$ cat src/rtl/mem_request_arbiter.sv
// mem_request_arbiter
//   Arbitrates between the instruction-fetch port and the load/store port for
//   the single SPI memory controller. Requests are checked for width and
//   alignment, the controller drive is held stable for the whole transfer, and
//   a registered one-cycle response goes back to the port that won. After each
//   transfer mc_enable is kept low for GAP_CYCLES so the controller returns idle.
//
// Parameters
//   GAP_CYCLES      cycles mc_enable stays low after a transfer (>= 1)
//   TIMEOUT_CYCLES  WAIT cycle limit, used only with MEM_ARB_TIMEOUT_EN
//
// Optional feature macro
//   MEM_ARB_TIMEOUT_EN  abort a transfer with an error response when mc_op_r
//                       has not arrived after TIMEOUT_CYCLES WAIT cycles
//
// Ports
//   clk, reset                      clock, synchronous active-high reset
//   if_req_valid/if_addr            fetch request (always word read)
//   if_req_ready                    fetch accept pulse
//   if_rsp_valid/_data/_err         fetch response
//   ls_req_valid/ls_addr/ls_we/
//   ls_wdata/ls_mode                load/store request (00 word, 01 byte, 10 half)
//   ls_req_ready                    load/store accept pulse
//   ls_rsp_valid/_data/_err         load/store response
//   mc_enable/_addr/_we/_data_in/
//   mc_instr_mode                   drive to the memory controller
//   mc_data_out, mc_op_r            read data and completion from the controller
//
// state     | meaning
// ----------+-------------------------------------------------------------
// S_IDLE    | ready to arbitrate and accept one request
// S_WAIT    | transfer in flight, mc_* held, waiting for mc_op_r
// S_RELEASE | mc_enable low for GAP_CYCLES so the controller returns idle
// S_ERR     | one-cycle error response for a rejected request

module mem_request_arbiter #(
   parameter int GAP_CYCLES     = 2,
   parameter int TIMEOUT_CYCLES = 255
) (
   input  logic        clk,
   input  logic        reset,
   input  logic        if_req_valid,
   input  logic [23:0] if_addr,
   output logic        if_req_ready,
   output logic        if_rsp_valid,
   output logic [31:0] if_rsp_data,
   output logic        if_rsp_err,
   input  logic        ls_req_valid,
   input  logic [23:0] ls_addr,
   input  logic        ls_we,
   input  logic [31:0] ls_wdata,
   input  logic [1:0]  ls_mode,
   output logic        ls_req_ready,
   output logic        ls_rsp_valid,
   output logic [31:0] ls_rsp_data,
   output logic        ls_rsp_err,
   output logic        mc_enable,
   output logic [23:0] mc_addr,
   output logic        mc_we,
   output logic [31:0] mc_data_in,
   output logic [1:0]  mc_instr_mode,
   input  logic [31:0] mc_data_out,
   input  logic        mc_op_r
);

   if (GAP_CYCLES < 1) begin : g_bad_gap
      $error("GAP_CYCLES must be at least 1");
   end
   if (TIMEOUT_CYCLES < 1) begin : g_bad_timeout
      $error("TIMEOUT_CYCLES must be at least 1");
   end

   typedef enum logic [1:0] {
      S_IDLE    = 2'd0,
      S_WAIT    = 2'd1,
      S_RELEASE = 2'd2,
      S_ERR     = 2'd3
   } state_t;

   localparam int GAP_W = (GAP_CYCLES > 1) ? $clog2(GAP_CYCLES) : 1;
   localparam logic [GAP_W-1:0] GAP_LOAD = GAP_W'(GAP_CYCLES - 1);

`ifdef MEM_ARB_TIMEOUT_EN
   localparam int TO_W = (TIMEOUT_CYCLES > 1) ? $clog2(TIMEOUT_CYCLES) : 1;
   localparam logic [TO_W-1:0] TO_LOAD = TO_W'(TIMEOUT_CYCLES - 1);
   logic [TO_W-1:0] to_cnt;
`endif

   state_t            state;
   logic              last_grant;   // 0: fetch won last, 1: load/store won last
   logic [GAP_W-1:0]  gap_cnt;
   logic              pick_if;
   logic              pick_ls;
   logic              if_bad;
   logic              ls_bad;
   logic [31:0]       rd_data;

   always_comb begin
      pick_if = 1'b0;
      pick_ls = 1'b0;
      if (state == S_IDLE && !reset) begin
         if (if_req_valid && ls_req_valid) begin
            pick_ls = ~last_grant;
            pick_if = last_grant;
         end else begin
            pick_if = if_req_valid;
            pick_ls = ls_req_valid;
         end
      end
   end

   assign if_req_ready = pick_if;
   assign ls_req_ready = pick_ls;

   assign if_bad = (if_addr[1:0] != 2'b00);
   assign ls_bad = (ls_mode == 2'b11) ||
                   (ls_mode == 2'b00 && ls_addr[1:0] != 2'b00) ||
                   (ls_mode == 2'b10 && ls_addr[0]);

   // writes return zero data; the controller's output is only meaningful on reads
   assign rd_data = mc_we ? 32'h0 : mc_data_out;

   always_ff @(posedge clk) begin
      if (reset) begin
         state         <= S_IDLE;
         last_grant    <= 1'b0;
         gap_cnt       <= '0;
         if_rsp_valid  <= 1'b0;
         if_rsp_data   <= 32'h0;
         if_rsp_err    <= 1'b0;
         ls_rsp_valid  <= 1'b0;
         ls_rsp_data   <= 32'h0;
         ls_rsp_err    <= 1'b0;
         mc_enable     <= 1'b0;
         mc_addr       <= 24'h0;
         mc_we         <= 1'b0;
         mc_data_in    <= 32'h0;
         mc_instr_mode <= 2'b00;
`ifdef MEM_ARB_TIMEOUT_EN
         to_cnt        <= '0;
`endif
      end else begin
         if_rsp_valid <= 1'b0;
         if_rsp_err   <= 1'b0;
         ls_rsp_valid <= 1'b0;
         ls_rsp_err   <= 1'b0;

         case (state)
            S_IDLE: begin
               if (pick_ls) begin
                  last_grant    <= 1'b1;
                  mc_addr       <= ls_addr;
                  mc_we         <= ls_we;
                  mc_data_in    <= ls_wdata;
                  mc_instr_mode <= ls_mode;
                  if (ls_bad) begin
                     state        <= S_ERR;
                     ls_rsp_valid <= 1'b1;
                     ls_rsp_err   <= 1'b1;
                     ls_rsp_data  <= 32'h0;
                  end else begin
                     state     <= S_WAIT;
                     mc_enable <= 1'b1;
`ifdef MEM_ARB_TIMEOUT_EN
                     to_cnt    <= TO_LOAD;
`endif
                  end
               end else if (pick_if) begin
                  last_grant    <= 1'b0;
                  mc_addr       <= if_addr;
                  mc_we         <= 1'b0;
                  mc_data_in    <= 32'h0;
                  mc_instr_mode <= 2'b00;
                  if (if_bad) begin
                     state        <= S_ERR;
                     if_rsp_valid <= 1'b1;
                     if_rsp_err   <= 1'b1;
                     if_rsp_data  <= 32'h0;
                  end else begin
                     state     <= S_WAIT;
                     mc_enable <= 1'b1;
`ifdef MEM_ARB_TIMEOUT_EN
                     to_cnt    <= TO_LOAD;
`endif
                  end
               end
            end

            S_WAIT: begin
               if (mc_op_r) begin
                  state     <= S_RELEASE;
                  mc_enable <= 1'b0;
                  gap_cnt   <= GAP_LOAD;
                  if (last_grant) begin
                     ls_rsp_valid <= 1'b1;
                     ls_rsp_data  <= rd_data;
                  end else begin
                     if_rsp_valid <= 1'b1;
                     if_rsp_data  <= rd_data;
                  end
               end
`ifdef MEM_ARB_TIMEOUT_EN
               else if (to_cnt == '0) begin
                  // dropping enable through RELEASE also resets the controller
                  state     <= S_RELEASE;
                  mc_enable <= 1'b0;
                  gap_cnt   <= GAP_LOAD;
                  if (last_grant) begin
                     ls_rsp_valid <= 1'b1;
                     ls_rsp_err   <= 1'b1;
                     ls_rsp_data  <= 32'h0;
                  end else begin
                     if_rsp_valid <= 1'b1;
                     if_rsp_err   <= 1'b1;
                     if_rsp_data  <= 32'h0;
                  end
               end else begin
                  to_cnt <= to_cnt - 1'b1;
               end
`endif
            end

            S_RELEASE: begin
               if (gap_cnt == '0) begin
                  state <= S_IDLE;
               end else begin
                  gap_cnt <= gap_cnt - 1'b1;
               end
            end

            S_ERR: begin
               state <= S_IDLE;
            end

            default: begin
               state <= S_IDLE;
            end
         endcase
      end
   end

endmodule

$ cat config.mk
export PLATFORM = sky130hd
export DESIGN_NAME = mem_request_arbiter
export DESIGN_NICKNAME = d
export VERILOG_FILES = /design/src/rtl/mem_request_arbiter.sv
export SDC_FILE = /design/constraint.sdc
export NUM_CORES = 1
export LEC_CHECK = 0
export CAP_MARGIN = 10
export CORE_MARGIN = 2
export CORE_UTILIZATION = 40
export DETAILED_ROUTE_END_ITERATION = 10
export DONT_BUFFER_PORTS = 1
export PLACE_DENSITY = 0.64
export SLEW_MARGIN = 40
export SYNTH_ARGS = -nofsm -noshare
export SYNTH_HDL_FRONTEND = slang
export SYNTH_SLANG_ARGS = --single-unit
$ cat constraint.sdc
create_clock -name clk -period 5.4 [get_ports clk]
set_input_delay 0.81 -clock clk [delete_from_list [all_inputs] [get_ports clk]]
set_output_delay 0.81 -clock clk [all_outputs]
set_load 0.01 [all_outputs]
-- Word-level counts from Yosys, hierarchy flattened
Index checks and enable logic that the tools add are counted.
- bits in registers: 132
- bits of input ports: 120
- output and inout port bits: 130
- logic and storage cells: 107
- add/subtract/negate cells: 1
- equality and inequality tests: 17
- mux-type cells: 52
- bitwise operators: 2
- reduce and logical (&&, ||, !) cells: 21
- operator list (cell ; number):
    2-to-1 mux 32 bit ; 12
    case mux 32 bit (2 select lines) ; 2
    2-to-1 mux 24 bit ; 2
    2-to-1 mux 1 bit ; 23
    inequality test 2 bit (second input constant) ; 9
    2-to-1 mux 2 bit ; 8
    AND reduction 5 bit ; 2
    nonzero test 2 bit ; 5
    inequality test 3 bit (second input constant) ; 3
    == test 2 bit (second input constant) ; 4
    case mux 1 bit (2 select lines) ; 4
    case mux 2 bit (4 select lines) ; 1
    AND reduction 6 bit ; 1
    logical AND 1 bit ; 4
    logical NOT 2 bit ; 2
    AND reduction 2 bit ; 2
    AND reduction 3 bit ; 1
    == test 2 x 1 -> 1 bit (second input constant) ; 1
    logical OR 1 bit ; 2
    NOT 1 bit ; 2
    OR reduction 2 bit ; 1
    logical NOT 1 bit ; 1
    subtractor 1 bit (second input constant) ; 1

-- Logic depth before layout (Yosys ltp)
- word-level depth: 7
- mapped depth: 8
- gate-level depth less buffers: 5

-- Worst setup path before layout
OpenSTA, ideal clock, no wires.
- kind: in2out
- start: in reset
- end: out ls_req_ready
- arrival time: 1.739 ns
- data required time: 4.590 ns
- path slack: 2.851 ns
- stages on the path: 5
- path buffers: 2
- cell sequence: or3_4 or2_1 buf_6 clkinv_4 buf_4
- word-level cells in the longest chain between the ends: 3
- RTL lines (element ; RTL line ; RTL):
    start: declaration ; 41 ; input logic reset,
    logical NOT 1 bit ; 101 ; if (state == S_IDLE && !reset) begin
    logical AND 1 bit ; 101 ;
    2-to-1 mux 1 bit ; 101 ;
    end: declaration ; 53 ; output logic ls_req_ready,
Every way passes these cells.

-- Worst setup path in the final report
- start: reg state[0]
- end: out ls_req_ready
- word-level cells in the longest chain between the ends: 3
- RTL lines (element ; RTL line ; RTL):
    start: declaration ; 89 ; state_t state;
    start signal: assignment ; 125 ; state <= S_IDLE;
    start signal: assignment ; 157 ; state <= S_ERR;
    start signal: assignment ; 162 ; state <= S_WAIT;
    logical NOT 2 bit ; 101 ;
    logical AND 1 bit ; 101 ;
    2-to-1 mux 1 bit ; 101 ;
Every way passes these cells.

==> results_dict.tcl <==
set metrics [dict create \
    tns_ps 0 \
    grt_setup_unrepaired "no" \
    wl_per_cell_um 18.0 \
    syn_area_um2 5200 \
    skew_ps 10.2 \
    synth_top_cell_area_share_pct 50.8 \
    numCtsBuffers 17 \
    path_max_fanout 62 \
    worst-setup-path-type "reg -> out" \
    hold_slack_ps 459 \
    setup_viol 0 \
    core.rowCount 41 \
    io_buffers 0 \
    final_cell_mix "nand2_1 (145), dfxtp_1 (132), nor2_1 (64), mux2i_1 (64), a22oi_1 (35)" \
    yosysTopAreaCell "dfxtp_1" \
    dr.pass1.iters 5 \
    antenna_found_initial 0 \
    hold_path_depth 1 \
    hold_buffers 0 \
    drt_wl_total_um 12800 \
    syn-mean-instance-area_um2 9.55 \
    fin_nets 644 \
    holdPathEnd "mc_data_in[2]$_SDFFE_PP0P_" \
    clk_pin_slew_ps 60 \
    fin_area_um2 5830 \
    worst-path-buf-inv 1 \
    postCtsSetupBuffers 0 \
    ant_nets 0 \
    ff2ff_path_depth 5 \
    place_area_um2 5240 \
    hold_viol_final 0 \
    hp-start "reset" \
    drc_errors 0 \
    drv_slew 0 \
    ys.warnings.count 0 \
    rr_endpoint "state[1]$_SDFFE_PP0P_" \
    final_common_cell "nand2_1" \
    core-area_um2 12700 \
    die_height_um 118 \
    hold_path.class "in -> reg" \
    post-dp-hpwl_um 8570 \
    critPathArrivalTime_ps 2290 \
    synthCells 544 \
    clk_latency_ps 420 \
    cts_tree "built" \
    drt_iter0_markers 188 \
    synth_area_leaders "dfxtp_1 (51%), mux2i_1 (12%), nand2_1 (10%)" \
    grtUsageTotal_pct 18.1 \
    path_cells "or3_4, or2_2, clkinv_4" \
    worstMarginPinSlew_ps 668 \
    grt_max_degree 69 \
    via_per_inst 5.41 \
    ys_ff_latch 132 \
    power.density_nw_per_um2 422 \
    crit_required_ps 4590 \
    clock_path_buffers 2 \
    syn_nets 664 \
    clock-sinks 132 \
    htreeDepth 4 \
    ys_seq_area_share_pct 50.8 \
    cp_slowest_cell "or2_2" \
    ys_types 35 \
    peakVddDrop_mv 0.237 \
    grt_pass1_vias 3835 \
    leakagePower_uw 0.00202 \
    root_buffer "clkbuf_16" \
    io_pins 250 \
    fp.dieArea_um2 13900 \
    rr_startpoint "state[0]$_SDFFE_PP0P_" \
    fin_util_pct 46.0 \
    worst_setup_path_end_kind "primary output" \
    area_delta_synth_final_pct 12.2 \
    period_share_pct 57.3 \
    start_util_pct 41.0 \
    outcome "finished clean" \
    ctsResizeCount 0 \
    r2r_slack_ps 2940 \
    crit_family "simple AND/OR/NAND/NOR gates" \
    grt_pass1_wl_um 20100 \
    drive_gt1_share_pct 13.2 \
    die_x_um 118 \
    drv_cap 0 \
    finalPower_uw 2460 \
    cpPeakStageDelay_ps 520 \
    clock.fmax_mhz 323 \
    layout_min_cycle_time_ps 3100 \
    relSlewSlack_pct 55.5 \
    antennaDiodeCount 0 \
    vias 3836 \
    place_congestion 0.783 \
    overflow 0 \
    startpoint_type "flip-flop" \
]
==> cell usage after synthesis (all sizes together) <==
master / n
nand2: 145
dfxtp: 132
nor2: 65
mux2i: 64
a22oi: 35
a311oi: 26
clkbuf: 22
buf: 21
a21oi: 6
and3: 3
inv: 3
nand2b: 2
nand3b: 2
nor3: 2
o21ai: 2
or2: 2
a2111oi: 1
a21bo: 1
a21boi: 1
a32o: 1
a41o: 1
clkinv: 1
nand3: 1
nor2b: 1
nor4b: 1
o21a: 1
o221ai: 1
or3: 1
==> routing by layer <==
| layer | up-vias | wire length [µm] | global-route usage (%) |
|---|---|---|---|
| li1 | 1824 | - | - |
| met3 | 28 | 1030 | 7.32 |
| met5 | - | 0 | 0 |
| met4 | 0 | 322 | 8.89 |
| met2 | 167 | 6330 | 30.3 |
| met1 | 1817 | 5110 | 19.9 |
==> state kept, by name, summed over array words and instances, names as in the netlist <==
name and count:
mc_data_in 32, mc_instr_mode 2, ls_rsp_valid 1, last_grant 1, if_rsp_err 1, if_rsp_data 32, ls_rsp_err 1, ls_rsp_data 32
mc_addr 24, gap_cnt 1, if_rsp_valid 1, state 2, mc_enable 1, mc_we 1
==> layout make-up <==
type                       count  area [µm²]
fill                        1197        6840
sequential                   132        2640
multi-input combinational    365        2320
clock buffer                  17         425
tap                          172         215
clock inverter                15         171
timing repair buffer           4        30.0
inverter                       4        22.5
==> kinds of logic after synthesis <==
logic type	count (synthesis)	synth area share [%]
buffers and inverters	47	5.13
DFF	132	50.8
and+or+nand+nor	225	17.1
AOI/OAI and AO/OA	76	14.6
muxes	64	12.3
==> worst max-delay path by stage <==
stage | startpoint | end | slack, ps | depth (start not counted)
finish | state[0]$_SDFFE_PP0P_ | ls_req_ready | 2300 | 3
global route | state[0]$_SDFFE_PP0P_ | ls_req_ready | 2180 | 3
CTS | state[0]$_SDFFE_PP0P_ | ls_req_ready | 1980 | 3
detailed placement | ls_req_valid | ls_req_ready | 2180 | 3
global placement | ls_req_valid | ls_req_ready | 2240 | 3
floorplan | reset | ls_req_ready | 2850 | 5
==> worst register-to-register path: stages, from the launching register on <==
cell	delay [ps]
dfxtp_1	420
or3_4	460
or2_2	520
clkinv_4	430
a21boi_0	240
a311oi_1	290
==> power breakdown <==
part,switching [µW],leakage (µW),internal [µW]
registers,58.9,0.00107,1020
logic,137,0.000668,88.7
clock network,465,0.000280,692
==> per-stage QoR <==
step,cells,setup slack (ps)
finish,709,2300
global route,709,2180
CTS,709,1980
detailed placement,677,2180
global placement,677,2240
floorplan,544,2850
(Power assumes the default switching activity.)
